**src/rtl/wfm_loader_if.sv**
```systemverilog
// -----------------------------------------------------------------------------
// wfm_loader_if
// Valid/ready sample stream feeding the waveform table loader.
//   s_data   sample word (OW bits)
//   s_valid  source has a sample on s_data
//   s_last   current sample is the final one of the waveform period
//   s_ready  loader will consume the sample this cycle
// Modports: master = stream source, slave = loader.
// -----------------------------------------------------------------------------
interface wfm_loader_if #(
   parameter int OW = 24
) ();

   logic [OW-1:0] s_data;
   logic          s_valid;
   logic          s_last;
   logic          s_ready;

   modport master (
      output s_data,
      output s_valid,
      output s_last,
      input  s_ready
   );

   modport slave (
      input  s_data,
      input  s_valid,
      input  s_last,
      output s_ready
   );

endinterface : wfm_loader_if

```
**src/rtl/wfm_loader.sv**
```systemverilog
// -----------------------------------------------------------------------------
// wfm_loader
// Streams one complete waveform period into the DDS waveform table write port
// at addresses 0..DEPTH-1, checks that the stream length equals the table
// depth, and pulses done when the load ends (good or bad).
//
// Ports:
//   clk        clock, all logic on the rising edge
//   rst        synchronous reset, active-low
//   start      single-cycle request to arm a load (honoured only when idle)
//   abort      cancels a load in progress (no done pulse)
//   s          sample stream (slave side of wfm_loader_if)
//   wfm_wea    table write enable
//   wfm_waddr  table write address
//   wfm_din    table write data
//   busy       a load is in progress or just completing
//   done       one-cycle completion pulse
//   error      sticky length/abort error, cleared by the next accepted start
//   count      samples written in the current/last load
// -----------------------------------------------------------------------------
module wfm_loader #(
   parameter  int DEPTH = 1024,
   parameter  int OW    = 24,
   localparam int AW    = $clog2(DEPTH)
) (
   input  logic            clk,
   input  logic            rst,
   input  logic            start,
   input  logic            abort,
   wfm_loader_if.slave     s,
   output logic            wfm_wea,
   output logic [AW-1:0]   wfm_waddr,
   output logic [OW-1:0]   wfm_din,
   output logic            busy,
   output logic            done,
   output logic            error,
   output logic [AW:0]     count
);

   typedef enum logic [1:0] {
      IDLE,
      LOAD,
      FLUSH,
      DONE
   } state_t;

   localparam logic [AW:0] LAST_ADDR = (AW+1)'(DEPTH - 1);

   state_t      state;
   logic [AW:0] addr;   // one extra bit so a full table (DEPTH) is representable
   logic        beat;

   assign beat  = s.s_valid & s.s_ready;

   // Every accepted write bumps addr, so it doubles as the written-sample count.
   assign count = addr;

   // NOTE: all state here is sequential and uses non-blocking assignments, so
   // every branch sees the values from the start of the cycle.
   always_ff @(posedge clk) begin
      if (!rst) begin
         state     <= IDLE;
         s.s_ready <= 1'b0;
         wfm_wea   <= 1'b0;
         wfm_waddr <= '0;
         wfm_din   <= '0;
         busy      <= 1'b0;
         done      <= 1'b0;
         error     <= 1'b0;
         addr      <= '0;
      end else begin
         // Pulses default low; address/data hold their last values.
         wfm_wea <= 1'b0;
         done    <= 1'b0;

         case (state)
            IDLE: begin
               if (start) begin
                  state     <= LOAD;
                  s.s_ready <= 1'b1;
                  busy      <= 1'b1;
                  addr      <= '0;
                  error     <= 1'b0;
               end
            end

            LOAD: begin
               // Abort wins over a coincident beat: the sample is discarded.
               if (abort) begin
                  state     <= IDLE;
                  s.s_ready <= 1'b0;
                  busy      <= 1'b0;
                  error     <= 1'b1;
               end else if (beat) begin
                  wfm_wea   <= 1'b1;
                  wfm_waddr <= addr[AW-1:0];
                  wfm_din   <= s.s_data;
                  addr      <= addr + 1'b1;
                  if (s.s_last) begin
                     // Ending before the last table slot is a short load.
                     state     <= DONE;
                     s.s_ready <= 1'b0;
                     error     <= (addr != LAST_ADDR);
                  end else if (addr == LAST_ADDR) begin
                     // Table full but the period continues: swallow the rest.
                     state <= FLUSH;
                     error <= 1'b1;
                  end
               end
            end

            FLUSH: begin
               if (abort) begin
                  state     <= IDLE;
                  s.s_ready <= 1'b0;
                  busy      <= 1'b0;
               end else if (beat && s.s_last) begin
                  state     <= DONE;
                  s.s_ready <= 1'b0;
               end
            end

            DONE: begin
               // done is registered off this state, so it lands as busy drops.
               state <= IDLE;
               busy  <= 1'b0;
               done  <= 1'b1;
            end

            default: begin
               state     <= IDLE;
               s.s_ready <= 1'b0;
               busy      <= 1'b0;
            end
         endcase
      end
   end

endmodule : wfm_loader
```
**src/flat_wrapper.sv**
```systemverilog
// flat-port wrapper written by rule: the top's interface ports become plain ports
module wfm_loader_flat 
#(
   parameter  int DEPTH = 1024,
   parameter  int OW    = 24,
   localparam int AW    = $clog2(DEPTH)
)
  (clk, rst, start, abort, wfm_wea, wfm_waddr, wfm_din, busy, done, error, count, s_s_data, s_s_valid, s_s_last, s_s_ready);
  wfm_loader_if #(.OW(OW)) s_i ();
  input  logic clk;
  input  logic rst;
  input  logic start;
  input  logic abort;
  output logic wfm_wea;
  output logic [AW-1:0] wfm_waddr;
  output logic [OW-1:0] wfm_din;
  output logic busy;
  output logic done;
  output logic error;
  output logic [AW:0] count;
  input wire logic [$bits(s_i.s_data)-1:0] s_s_data;
  input wire logic [$bits(s_i.s_valid)-1:0] s_s_valid;
  input wire logic [$bits(s_i.s_last)-1:0] s_s_last;
  output wire logic [$bits(s_i.s_ready)-1:0] s_s_ready;
  assign s_i.s_data = s_s_data;
  assign s_i.s_valid = s_s_valid;
  assign s_i.s_last = s_s_last;
  assign s_s_ready = s_i.s_ready;
  wfm_loader #(.DEPTH(DEPTH), .OW(OW)) u_core (.clk(clk), .rst(rst), .start(start), .abort(abort), .s(s_i), .wfm_wea(wfm_wea), .wfm_waddr(wfm_waddr), .wfm_din(wfm_din), .busy(busy), .done(done), .error(error), .count(count));
endmodule
```
**config.mk**
```make
export PLATFORM = sky130hd
export DESIGN_NAME = wfm_loader_flat
export DESIGN_NICKNAME = d
export VERILOG_FILES = /design/src/rtl/wfm_loader_if.sv /design/src/rtl/wfm_loader.sv /design/src/flat_wrapper.sv
export SDC_FILE = /design/constraint.sdc
export NUM_CORES = 1
export LEC_CHECK = 0
export ABC_AREA = 1
export BUFFER_PORTS_ARGS = -buffer_cell sky130_fd_sc_hd__buf_2
export CAP_MARGIN = 20
export CORE_UTILIZATION = 49
export DETAILED_ROUTE_END_ITERATION = 10
export GPL_TIMING_DRIVEN = 0
export PLACE_DENSITY = 0.79
export SLEW_MARGIN = 10
export SYNTH_ARGS = -nofsm -noshare
export SYNTH_HDL_FRONTEND = slang
export SYNTH_SLANG_ARGS = --single-unit
```
**constraint.sdc**
```tcl
create_clock -name clk -period 1.8 [get_ports clk]
set_clock_uncertainty 0.05 [all_clocks]
set_input_delay 0.36 -clock clk [delete_from_list [all_inputs] [get_ports clk]]
set_output_delay 0.36 -clock clk [all_outputs]
set_load 0.005 [all_outputs]
```
# [After elaboration in Yosys (flattened, before gate mapping)]
# Index checks and enable logic that the tools add are counted.
[op_classes] n_addsub=1 eq_ne=13 n_mux=29 n_bitwise=4 n_reduce_logical=12
[op_table] operator="$mux 11" n=3
[op_table] operator="$pmux 11 s2" n=1
[op_table] operator="$mux 1" n=14
[op_table] operator="$mux 2" n=7
[op_table] operator="$reduce_and 4->1" n=3
[op_table] operator="$add 11x1->11 const B" n=1
[op_table] operator="$eq 11x10->1 const B" n=1
[op_table] operator="$ne 11x10->1 const B" n=1
[op_table] operator="$pmux 2 s4" n=1
[op_table] operator="$ne 3x2->1 const B" n=2
[op_table] operator="$pmux 1 s3" n=2
[op_table] operator="$reduce_and 5->1" n=1
[op_table] operator="$eq 2x2->1 const B" n=2
[op_table] operator="$ne 2x1->1 const B" n=2
[op_table] operator="$ne 2x2->1 const B" n=2
[op_table] operator="$ne 4x3->1 const B" n=1
[op_table] operator="$ne 3x3->1 const B" n=1
[op_table] operator="$not 1->1" n=3
[op_table] operator="$reduce_and 3->1" n=1
[op_table] operator="$reduce_bool 3->1" n=1
[op_table] operator="$reduce_or 3->1" n=1
[op_table] operator="$eq 2x1->1 const B" n=1
[op_table] operator="$logic_not 2->1" n=1
[op_table] operator="$pmux 1 s2" n=1
[op_table] operator="5 further kinds" n=5
[word_totals] register_bits=52 inputBits=30 elab_cells=68

# [Logic depth before layout (Yosys ltp)]
[depth] depth_word=6 depth_mapped=11 ltp_nobuf=10

# [Worst setup path before layout]
# No wires, ideal clock.
[synth_path] path_kind="register to register" start="reg u_core.state[0]" end="reg u_core.addr[4] (netlist: u_core.count[4])" setup_ns=0.118 arrival_time_ns=1.368 t_required_ns=1.632 path_slack_ns=0.264 path_stages_with_launch=10 period_less_slack_ns=1.536 path_cell_list="dfxtp_1 inv_1 ha_1 nand2_1 o21ai_2 a21oi_2 buf_6 nand2_2 nor3_1 nor2_1"
[synth_between] elab_chain_len=3 elab_cells_between_ends=8
[synth_lines] element="start: declaration" line_no="wfm_loader.sv:49" rtl="state_t state;"
[synth_lines] element="start signal: assignment" line_no="wfm_loader.sv:62" rtl="state <= IDLE;"
[synth_lines] element="start signal: assignment" line_no="wfm_loader.sv:79" rtl="state <= LOAD;"
[synth_lines] element="start signal: assignment" line_no="wfm_loader.sv:90" rtl="state <= IDLE;"
[synth_lines] element="$eq 2x1->1 or $logic_not 2->1 (tied branches)" line_no="wfm_loader.sv:76" rtl="case (state)"
[synth_lines] element="$ne 2x1->1 (no line), or another cell as far along"
[synth_lines] element="$reduce_and 4->1 (no line)"
[synth_lines] element="end signal: assignment" line_no="wfm_loader.sv:98" rtl="addr <= addr + 1'b1;"
[synth_lines] element="end: declaration" line_no="wfm_loader.sv:50" rtl="logic [AW:0] addr;"
# Parallel ways exist; a longest one is shown, timed or not.
# A chain may end at the register's enable or synchronous reset.

# [Final worst setup path]
[layout_path] start="reg u_core.state[1]" end="reg u_core.wfm_din[21]"
[layout_between] elab_chain_len=2
[layout_lines] element="$eq 2x1->1" line_no="wfm_loader.sv:76"
[layout_lines] element="$reduce_and 3->1 (no line)"
[layout_lines] element="end signal: assignment" line_no="wfm_loader.sv:97" rtl="wfm_din <= s.s_data;"
[layout_lines] element="end: declaration" line_no="wfm_loader.sv:33" rtl="output logic [OW-1:0] wfm_din,"
# Every way passes these cells.

==> impl_results.md <==
- Wire per inst: 11.3 um
- Layout cells sized above 1: 0.308
- CP Capture Type: register
- Met1 WL: 2480 um
- Fin. Hold Viols: 0
- Seq/Total Area, Yosys: 0.457
- First-pass GRT wire length: 8190 um
- Yosys top cell area share: 0.457
- Clock Sinks: 52
- Setup TNS: 0 ps
- NetSw: 1.05 mW
- Crit path arrival time: 1790 ps
- Seq cells post-synth: 52
- # diodes: 0
- Die width: 70.2 um
- Clk Latency, worst-skew pair: 300 ps
- Max Slew Vio Count: 0
- IR drop worst, VDD: 0.000598 V
- Pin count of the biggest net entering global routing: 17
- WL met3: 382 um
- Max_cap viols: 0
- CP required: 1960 ps
- Die area: 4920 um^2
- Routed WL: 5060 um
- Switching share of power: 0.348
- Mean Syn Cell Area: 7.37 um^2
- Combinational Power Share: 0.317
- Worst Setup Start Kind: register
- Internal: 1.96 mW
- Worst-path clk slew: 100 ps
- Number of CTS-inserted buffers: 5
- PwrDens: 1050 nW/um^2
- GRT Total Usage: 0.206
- Syn. warnings: 0
- Crit path max fanout: 10
- Initial Util: 0.516
- Crit share post-route: 0.909
- Fmax: 611 MHz
- Avg Vias per Cell: 4.95
- Critical path start-end classification: register to register
- Fill cells: 403
- Clock Path Buffers: 2
- Post-CTS setup buffers: 0
- CTS tree: done
- PortBufs: 79
- Metal2 WL: 2150 um
- Worst Hold Class: input port to register
- H-tree depth: 2
- Iter 0 DRT Violations: 80
- Flop pwr share: 0.449
- Status: finished clean
- Worst rel slew slack: 0.740
- Core ar.: 4410 um^2
- Post-synth net total: 346
- Layout area overhead: 25.4%
- Die Height: 70.2 um
- Post-CTS Resized: 0
- GPL Wtd Cong: 0.835
- Min cycle time layout: 1640 ps
- Hold WS: 222 ps
- Initial DRT Pass Iterations: 4
- Via count: 2217
- Post-DP HPWL: 3780 um
- Highest routed layer: met4
- RSZ-0062 raised after global routing: false
- IO Pins: 80
- Clock power frac: 0.234
- Gate Count Post-Synth: 309
- DRC errors left: 0
- Placed cells: 440
- # rows: 24
- Final core occ: 0.647
- # setup viols final: 0
- Fin cells: 448
- Grt ovf: 0
- Root Buffer: clkbuf_8
- Post-DRT Antenna Nets: 0
- Hold buffers post-CTS: 0
- Slew at the pin closest to its max-slew limit: 390 ps
- Cell area after synthesis: 2280 um^2
- Ranking of synthesized cells by area: dfxtp_1 46%, nor2_1 13%, o21ai_0 8.4%
- Number of global-route vias before repair: 1863
- Unique cell type count in the Yosys netlist: 25
- Top cell type by total area after synthesis: dfxtp_1
- P_leak: 1.48 nW
- Nets: 432
- Initial antenna violation count: 0
layout make-up:
type | count | area [um^2] | share of cell area
multi-input cells | 214 | 1060 | 0.370
clock buffers | 6 | 82.6 | 0.0289
flip-flops and latches | 52 | 1040 | 0.365
inverters | 30 | 114 | 0.0399
clock inverters | 2 | 15.0 | 0.00526
well taps | 52 | 65.1 | 0.0228
plain buffers | 13 | 82.6 | 0.0289
repair buffers | 79 | 395 | 0.138
cells in the final DEF, fill, tap and decap left out, types with 4 or more instances in the layout:
master	n
nand2_1	36
o21ai_0	38
dfxtp_1	50
nand2_2	4
inv_2	5
inv_1	24
buf_2	82
nand3_1	7
ha_1	6
clkbuf_8	6
a21oi_1	17
nand4_1	9
nor2_1	80
metal layers:
metal,GRT usage,up-vias
met5,0,-
met4,0.0578,0
met3,0.0649,6
met2,0.315,82
met1,0.279,974
li1,-,1155
cells in the mapped netlist:
cell       n
buf_6      3
nor2_2     1
buf_4      1
o21ai_2    2
inv_1     26
ha_1       7
o21ai_0   38
a21o_1     1
nor2_4     2
nand3_1    7
nand2_1   37
nand3_2    3
clkinv_2   1
nand2_2    3
buf_2      3
dfxtp_1   52
nor3_1     3
a21oi_1   18
nand4_1    9
nor2_1    80
o21a_1     1
clkbuf_1   6
nand2_4    1
inv_2      3
a21oi_2    1
state kept, by name (all words and copies together) (netlist names):
name / count
u_core.state: 2
u_core.done: 1
u_core.s.s_ready: 1
u_core.wfm_wea: 1
u_core.busy: 1
u_core.wfm_din: 24
u_core.count: 11
u_core.wfm_waddr: 10
u_core.error: 1
power by group through the flow:
stage	registers (mW)	clock network [mW]	logic (mW)
floorplan	1.37	0	0.660
detailed placement	1.37	0	0.932
global route	1.37	0.759	1.07
global placement	1.37	0	0.916
CTS	1.34	0.714	0.940
finish	1.35	0.703	0.952
logic make-up (layout without fill, tap and decap cells):
kind of cell	Yosys count	in the layout	synth area share
AOI/OAI and AO/OA	61	61	0.141
adders and majority gates	7	7	0.0385
buffers and inverters	43	130	0.0846
DFF	52	52	0.457
and+or+nand+nor	146	146	0.279
metrics by stage:
step	cell area [um^2]	setup WS (ps)	total power [mW]
after floorplan	2280	264	2.03
after global placement	2740	84.9	2.28
after detailed placement	2740	38.5	2.30
after CTS	2840	16.4	3.00
after global routing	2860	3.61	3.20
final	2860	164	3.01
final timing paths:
check | start | end | slack, ps | cells past startpoint
min reg2reg | u_core.busy | u_core.busy | 400 | 2
max reg2reg | u_core.state[1] | u_core.wfm_din[21] | 160 | 10
max | u_core.state[1] | u_core.wfm_din[21] | 160 | 10
min | s_s_data[8] | u_core.wfm_din[8] | 220 | 3
worst max-delay path, stage by stage, from the launching register on:
cell and delay, ps:
dfxtp_2 350, inv_2 80, ha_1 160, buf_6 140, inv_2 70, nor2_4 150
inv_1 70, buf_4 170, buf_6 150, nor2_1 90, nor2_1 50
Power figures use the tool's default switching activity.
